<file path="config.mk">
export PLATFORM = sky130hd
export DESIGN_NAME = branch_predict_ctrl
export DESIGN_NICKNAME = d
export VERILOG_FILES = /design/src/rtl/branch_predict_ctrl.sv
export SDC_FILE = /design/constraint.sdc
export NUM_CORES = 1
export LEC_CHECK = 0
export ABC_AREA = 1
export CAP_MARGIN = 0
export CORE_MARGIN = 2
export CORE_UTILIZATION = 30
export CTS_CLUSTER_SIZE = 30
export DETAILED_ROUTE_END_ITERATION = 8
export PLACE_DENSITY = 0.62
export SETUP_SLACK_MARGIN = 0.2
export SLEW_MARGIN = 15
export SYNTH_ARGS = -nofsm -noshare
export SYNTH_HDL_FRONTEND = slang
export SYNTH_SLANG_ARGS = --single-unit
export TNS_END_PERCENT = 1
</file>
<file path="constraint.sdc">
create_clock -name clk -period 5.5 [get_ports clk]
set_input_delay 1.1 -clock clk [delete_from_list [all_inputs] [get_ports clk]]
set_output_delay 1.1 -clock clk [all_outputs]
set_load 0.05 [all_outputs]
</file>
<file path="src/rtl/branch_predict_ctrl.sv">
// Branch prediction sequencer: 2-bit counters gate BTB hits in IF, EX resolution trains
// the counters, drives BTB writes and runs the redirect/flush sequence on mispredicts.
module branch_predict_ctrl #(
   parameter int WIDTH_DATA_LENGTH = 32,
   parameter int WIDTH_ENTRY_LENTH = 3,
   parameter int FLUSH_CYCLES      = 2,
   parameter int CNT_WIDTH         = 16
) (
   input  logic                              clk,
   input  logic                              rst_n,
   input  logic [WIDTH_DATA_LENGTH-1:0]      PC,
   input  logic                              Hit,
   input  logic [WIDTH_DATA_LENGTH-1:0]      Target_Add,
   input  logic                              Stall_Detected,
   input  logic                              Ex_Valid,
   input  logic                              Ex_Is_Branch,
   input  logic                              Ex_Taken,
   input  logic [WIDTH_DATA_LENGTH-1:0]      PC_Ex,
   input  logic [WIDTH_DATA_LENGTH-1:0]      PC_ALU,
   input  logic                              Ex_Pred_Taken,
   input  logic [WIDTH_DATA_LENGTH-1:0]      Ex_Pred_Target,
   output logic                              Pred_Taken,
   output logic [WIDTH_DATA_LENGTH-1:0]      Pred_Target,
   output logic [WIDTH_DATA_LENGTH-1:0]      Next_PC,
   output logic                              Flush,
   output logic                              Btb_Wr,
   output logic [WIDTH_DATA_LENGTH-1:0]      Btb_Wr_PC,
   output logic [WIDTH_DATA_LENGTH-1:0]      Btb_Wr_Target,
   output logic [CNT_WIDTH-1:0]              Mispredict_Cnt,
   output logic [1:0]                        dbg_state,
   output logic [2*(1<<WIDTH_ENTRY_LENTH)-1:0] dbg_ctr
);

   localparam int DEPTH      = 1 << WIDTH_ENTRY_LENTH;
   localparam int DW         = (FLUSH_CYCLES > 2) ? $clog2(FLUSH_CYCLES) : 1;
   localparam int DRAIN_LOAD = (FLUSH_CYCLES > 1) ? FLUSH_CYCLES - 2 : 0;

   typedef enum logic [1:0] {
      ST_RUN      = 2'd0,
      ST_REDIRECT = 2'd1,
      ST_DRAIN    = 2'd2
   } state_t;

   state_t                         state;
   logic [1:0]                     ctr [DEPTH];
   logic [DW-1:0]                  drain_cnt;
   logic [WIDTH_DATA_LENGTH-1:0]   redirect_pc;

   logic [WIDTH_ENTRY_LENTH-1:0]   idx_if;
   logic [WIDTH_ENTRY_LENTH-1:0]   idx_ex;
   logic                           res;
   logic                           tgt_mismatch;
   logic                           mis;
   logic                           btb_req;

   assign idx_if = PC[WIDTH_ENTRY_LENTH+1:2];
   assign idx_ex = PC_Ex[WIDTH_ENTRY_LENTH+1:2];

   // Prediction reads the counter before any same-cycle EX update lands.
   always_comb begin
      Pred_Taken  = Hit & ctr[idx_if][1];
      Pred_Target = Target_Add;
      if (state == ST_REDIRECT)
         Next_PC = redirect_pc;
      else if (Pred_Taken)
         Next_PC = Target_Add;
      else
         Next_PC = PC + WIDTH_DATA_LENGTH'(4);
   end

   always_comb begin
      res          = Ex_Valid & Ex_Is_Branch & ~Stall_Detected & (state == ST_RUN);
      tgt_mismatch = (PC_ALU != Ex_Pred_Target);
      mis          = res & ((Ex_Taken != Ex_Pred_Taken) | (Ex_Taken & Ex_Pred_Taken & tgt_mismatch));
      btb_req      = res & Ex_Taken & (~Ex_Pred_Taken | tgt_mismatch);
   end

   always_comb begin
      dbg_state = state;
      dbg_ctr   = '0;
      for (int i = 0; i < DEPTH; i++)
         dbg_ctr[2*i +: 2] = ctr[i];
   end

   always_ff @(posedge clk) begin
      if (!rst_n) begin
         state          <= ST_RUN;
         drain_cnt      <= '0;
         redirect_pc    <= '0;
         Flush          <= 1'b0;
         Btb_Wr         <= 1'b0;
         Btb_Wr_PC      <= '0;
         Btb_Wr_Target  <= '0;
         Mispredict_Cnt <= '0;
         for (int i = 0; i < DEPTH; i++)
            ctr[i] <= 2'b01;
      end else begin
         // The write pulse is a single cycle even if the pipeline stalls behind it.
         Btb_Wr <= btb_req;
         if (btb_req) begin
            Btb_Wr_PC     <= PC_Ex;
            Btb_Wr_Target <= PC_ALU;
         end

         if (!Stall_Detected) begin
            if (res) begin
               if (Ex_Taken) begin
                  if (ctr[idx_ex] != 2'b11)
                     ctr[idx_ex] <= ctr[idx_ex] + 2'd1;
               end else begin
                  if (ctr[idx_ex] != 2'b00)
                     ctr[idx_ex] <= ctr[idx_ex] - 2'd1;
               end
            end

            if (mis && (Mispredict_Cnt != {CNT_WIDTH{1'b1}}))
               Mispredict_Cnt <= Mispredict_Cnt + CNT_WIDTH'(1);

            case (state)
               ST_RUN: begin
                  if (mis) begin
                     state       <= ST_REDIRECT;
                     Flush       <= 1'b1;
                     redirect_pc <= Ex_Taken ? PC_ALU : PC_Ex + WIDTH_DATA_LENGTH'(4);
                  end
               end
               ST_REDIRECT: begin
                  if (FLUSH_CYCLES > 1) begin
                     state     <= ST_DRAIN;
                     drain_cnt <= DW'(DRAIN_LOAD);
                  end else begin
                     state <= ST_RUN;
                     Flush <= 1'b0;
                  end
               end
               ST_DRAIN: begin
                  if (drain_cnt == '0) begin
                     state <= ST_RUN;
                     Flush <= 1'b0;
                  end else begin
                     drain_cnt <= drain_cnt - DW'(1);
                  end
               end
               default: begin
                  state <= ST_RUN;
                  Flush <= 1'b0;
               end
            endcase
         end
      end
   end

endmodule

</file>
## Word level (Yosys, flattened, before mapping)

Memories as Yosys holds them, arrays and structs flattened.
Cells that the tools add are included.
Widths: inputs -> output; s select.

- Register bits after elaboration: 117
- Memory bits (writable): 16
- Bits of input ports: 168
- Word-level logic and storage cells: 76
- Memories: 1

- $add $sub $neg: 6
- Equal/unequal tests: 8
- Multiplexer cells: 28
- Bitwise operators: 15
- Reductions and logical operators: 10

Memories:

| name | depth | width | rd ports | clocked after Yosys merged registers in | wr ports | line | source |
|---|---|---|---|---|---|---|---|
| ctr | 8 | 2 | 10 | 0 | 8 | 45 | `logic [1:0] ctr [DEPTH];` |

Operators by type and width:

| cell | number |
|---|---|
| $mux 32 | 3 |
| $add 32x3->32 const B | 2 |
| $ne 32x32->1 | 1 |
| $mux 1 | 17 |
| $add 16x1->16 const B | 1 |
| $ne 16x16->1 const B | 1 |
| $and 1x1->1 | 9 |
| $mux 2 | 4 |
| $ne 2x2->1 const B | 3 |
| $pmux 2 s3 | 1 |
| $reduce_and 3->1 | 2 |
| $reduce_and 2->1 | 2 |
| $reduce_and 4->1 | 1 |
| $reduce_bool 2->1 | 2 |
| $mux 3 | 1 |
| $not 1->1 | 3 |
| $or 1x1->1 | 3 |
| $pmux 1 s3 | 1 |
| $add 2x1->2 const B | 1 |
| $eq 2x1->1 const B | 1 |
| $eq 2x2->1 const B | 1 |
| $logic_not 2->1 | 1 |
| $pmux 1 s2 | 1 |
| $reduce_or 2->1 | 1 |
| 4 further kinds | 4 |

## Longest topological paths before layout

An unclocked memory read counts as a cell.

- Depth in word-level cells: 11
- Mapped depth: 16
- Mapped depth without buffers: 15

## Worst setup path after synthesis

Ideal clock, no wire load.

- Path type: input -> output
- Start: input port PC[2]
- End: output port Next_PC[12]
- Arrival: 3220 ps
- Data required time: 4400 ps
- Path slack: 1180 ps
- Stages on the path: 8
- Cell sequence: inv_1 > nor2_1 > o211ai_1 > nand3_1 > clkinv_1 > clkbuf_1 > a21oi_1 > a21oi_1

- Word-level cells in the longest chain between the ends: 4
- Elaborated cells on any way between the ends: 5
- Classes of those cells: 1 x add/sub; 2 x mux; 1 x bitwise; 1 x memory

RTL lines:

| element | line | source |
|---|---|---|
| start: declaration | 11 | `input logic [WIDTH_DATA_LENGTH-1:0] PC,` |
| $mem_v2 8x2 | - |  |
| $and 1x1->1 | 61 | `Pred_Taken = Hit & ctr[idx_if][1];` |
| net Pred_Taken | 22 | `output logic Pred_Taken,` |
| $mux 32 | 65 | `else if (Pred_Taken)` |
| $mux 32 | 63 | `if (state == ST_REDIRECT)` |
| end: declaration | 24 | `output logic [WIDTH_DATA_LENGTH-1:0] Next_PC,` |

The timed path passes the listed nets, and every way through them passes these cells.

## Final worst setup path

- Start: input port PC[2]
- End: output port Next_PC[30]

- Word-level cells in the longest chain between the ends: 4
- Elaborated cells on any way between the ends: 5
- Classes of those cells: 1 x add/sub; 2 x mux; 1 x bitwise; 1 x memory

RTL lines:

| element | line |
|---|---|
| parallel branches: the longest is 2 deep, another holds $add 32x3->32 | - |
| $mux 32 * | 65 |
| $mux 32 * | 63 |

Mark *: on every way between the ends.

==> flow_metrics.py <==
metrics = {
    "outcome": {
        "status": "finished, final reports clean",
    },
    "pwr": {
        "vdd_drop_max_mv": 0.209,
        "leakagePower_uw": 0.00466,
        "pwr-share-clk_pct": 39.3,
        "switching_share_pct": 32.1,
        "power.internal_uw": 2010,
        "p_per_area_mw_per_mm2": 236,
        "seqPwrFrac_pct": 34.2,
        "pwr-share-comb_pct": 26.5,
        "p_switching_uw": 954,
    },
    "final_layout": {
        "areaGrowthSynthToFinish_pct": 46.4,
        "drive_above_1_share_pct": 9.33,
        "postLayoutCoreUtil_pct": 44.9,
        "nets": 1703,
        "fin_cells": 1924,
    },
    "critical_path": {
        "worst-path-max-fanout": 8,
        "cp.arrival_ps": 3450,
        "reg2reg_slack_ps": 3030,
        "startpoint": "PC[2]",
        "rr_worst_depth": 8,
        "endpoint": "Next_PC[30]",
        "start_kind": "input port",
        "worstReg2RegEnd": "Mispredict_Cnt[5]",
        "cp-end-kind": "primary output",
        "critical_path_class": "in -> out",
        "worst_r2r_startpoint": "dbg_state[1]",
        "cp.required_ps": 4400,
    },
    "route": {
        "vias": 9446,
        "vias_per_cell": 4.91,
        "drtIter0Drc": 697,
        "drtAntennaViolNets": 0,
        "wl_per_cell_um": 18.3,
        "drc": 0,
        "wl_mm": 35.2,
        "dr.pass1.iters": 4,
    },
    "floorplanning": {
        "core_sq_mm": 0.0280,
        "io-pin-count": 333,
        "die_h_um": 173,
        "floorplan.initialDensity_pct": 30.6,
        "fp.dieW_um": 173,
        "dieArea_sq_mm": 0.0300,
        "rows": 61,
    },
    "clock_network": {
        "clockBufferDepth": 2,
        "cts_setup_buffers": 0,
        "cts_made_buffers": 17,
        "cts_tree": "built",
        "cts.clk_slew.worst_paths_ps": 60,
        "hold_buffers": 0,
        "cts-root-buf": "clkbuf_16",
        "htreeDepth": 4,
        "cts.sinks": 132,
        "worstSkewPairLatency_ps": 420,
        "post_cts_resized": 0,
    },
    "job": {
        "cap_viol_max_count": 0,
    },
    "sta": {
        "slew_violations": 0,
        "skew_ps": 9.19,
        "worst_pin_slew_ps": 998,
        "fin_crit_sh_pct": 82.7,
        "slew_headroom_pct": 33.5,
        "period_minus_slack_ps": 4550,
        "hold_violations": 0,
        "setup_viol": 0,
        "clock.fmax_mhz": 220,
        "rsz0062_at_grt": "no",
        "tns_ps": 0,
    },
    "yosys": {
        "synth_top_area_share_pct": 27.1,
        "synth-main-ff-cell": "dfxtp_1",
        "yosysWarningCount": 0,
        "ys_types": 46,
        "netlist_instances": 1269,
        "async_reset_ff_share_pct": 0,
        "synth_edf_count": 16,
        "syn_nets": 1441,
        "netlist_area_sq_mm": 0.00858,
        "syn_area_per_cell_sq_um": 6.76,
        "yosysTopAreaCell": "dfxtp_1",
        "synth-seq-cells": 132,
        "synth.area.top_cells": "dfxtp_1 27%, nand2_1 13%, a21oi_1 8.3%",
        "ys_seq_area_share_pct": 32.7,
    },
    "placed_design": {
        "io_buffers": 332,
        "placed_cells": 1890,
        "dpl.hpwl_mm": 27.6,
        "gp_congestion": 0.886,
    },
    "global_routing": {
        "antenna_found_initial": 5,
        "track_usage_pct": 22.9,
        "grt_pass1_vias": 9060,
        "overflow": 0,
        "grt_max_degree": 89,
        "grt_pass1_wl_mm": 53.5,
    },
    "min_path": {
        "hp-class": "reg -> reg",
    },
}
cell type report:
| class | count | area, sq um |
|---|---|---|
| multi-input cells | 957 | 4930 |
| diodes | 2 | 5.00 |
| fillers | 2880 | 15400 |
| clock inverters | 12 | 156 |
| repair buffers | 343 | 3460 |
| well taps | 378 | 473 |
| flip-flops and latches | 132 | 2800 |
| inverters | 80 | 303 |
| clock buffers | 20 | 437 |
worst max-delay path: stages:
cell	delay, ps
clkdlybuf4s50_1	610
ha_1	220
nand2_2	100
nor3_4	260
nand2_2	110
nor2_4	140
nand4_1	160
or2_2	300
nand3_1	70
o211ai_1	80
nand2_1	150
buf_12	150
cells in the mapped netlist (all sizes together) (4+ instances only):
| master | instances |
|---|---|
| dfxtp | 116 |
| nor2 | 117 |
| nor4 | 4 |
| nand4 | 26 |
| clkbuf | 35 |
| a21oi | 144 |
| nand2 | 316 |
| o21ai | 76 |
| o211ai | 14 |
| nand3 | 132 |
| or2 | 11 |
| buf | 65 |
| nor3 | 22 |
| mux2i | 4 |
| edfxtp | 16 |
| xor2 | 33 |
| xnor2 | 42 |
| inv | 78 |
| ha | 4 |
cells by family (layout without fill, tap and decap cells):
group,Yosys count,in the layout,share of synthesized area (%)
and+or+nand+nor,634,634,33.6
muxes,4,4,0.467
DFF,132,132,32.7
xor gates and xnor gates,75,75,7.66
buffers and inverters,180,455,10.0
AOI/OAI and AO/OA,240,240,14.9
adders and majority gates,4,4,0.583
other,0,2,0
flip-flops by register name, indices dropped and copies added (netlist names):
| register | count |
|---|---|
| Btb_Wr | 1 |
| Btb_Wr_PC | 32 |
| Btb_Wr_Target | 32 |
| Flush | 1 |
| Mispredict_Cnt | 16 |
| ctr | 16 |
| dbg_state | 2 |
| redirect_pc | 32 |
per-stage QoR:
step	setup WS, ps	power (uW)	instance area [sq um]	hold WS [ps]
global route	744	3080	12600	471
detailed placement	909	1830	12000	451
floorplan	1180	1470	8580	425
finish	950	2970	12600	458
CTS	908	2990	12600	461
global placement	951	1820	12000	447
layer usage:
layer	up-vias	share of wire, %	global-route usage, %
met5	-	0.12	0
met4	6	3.3	9.78
met3	59	6.1	4.90
met2	348	45	36.3
met1	4314	45	29.9
li1	4719	-	-
worst min-delay path by stage:
| stage | start | end | slack [ps] | cells past startpoint |
|---|---|---|---|---|
| after floorplan | redirect_pc[11] | redirect_pc[11] | 420 | 2 |
| after global placement | Btb_Wr_PC[24] | Btb_Wr_PC[24] | 450 | 2 |
| after detailed placement | Btb_Wr_Target[27] | Btb_Wr_Target[27] | 450 | 2 |
| after CTS | Btb_Wr_PC[20] | Btb_Wr_PC[20] | 460 | 2 |
| after global routing | Btb_Wr_PC[0] | Btb_Wr_PC[0] | 470 | 2 |
| final | Btb_Wr_PC[31] | Btb_Wr_PC[31] | 460 | 2 |
cells in the final DEF, fill, tap and decap left out, types with 17 or more instances in the layout:
cell and instances:
xnor2_1 42, nor2_1 103, buf_4 33, xor2_1 33, clkbuf_16 17, a21oi_1 143, dfxtp_1 116, nand2_1 303
inv_1 68, nand3_1 122, clkdlybuf4s50_1 298, nand4_1 24, o21ai_0 67
power groups by stage:
stage | clock (uW) | sequential (uW) | combinational [uW]
final | 1170 | 1010 | 787
after global routing | 1230 | 1020 | 836
after CTS | 1190 | 1010 | 792
after detailed placement | 0 | 1040 | 790
after global placement | 0 | 1040 | 786
after floorplan | 0 | 1080 | 391
Note: power is estimated with default switching activity, not from simulation.
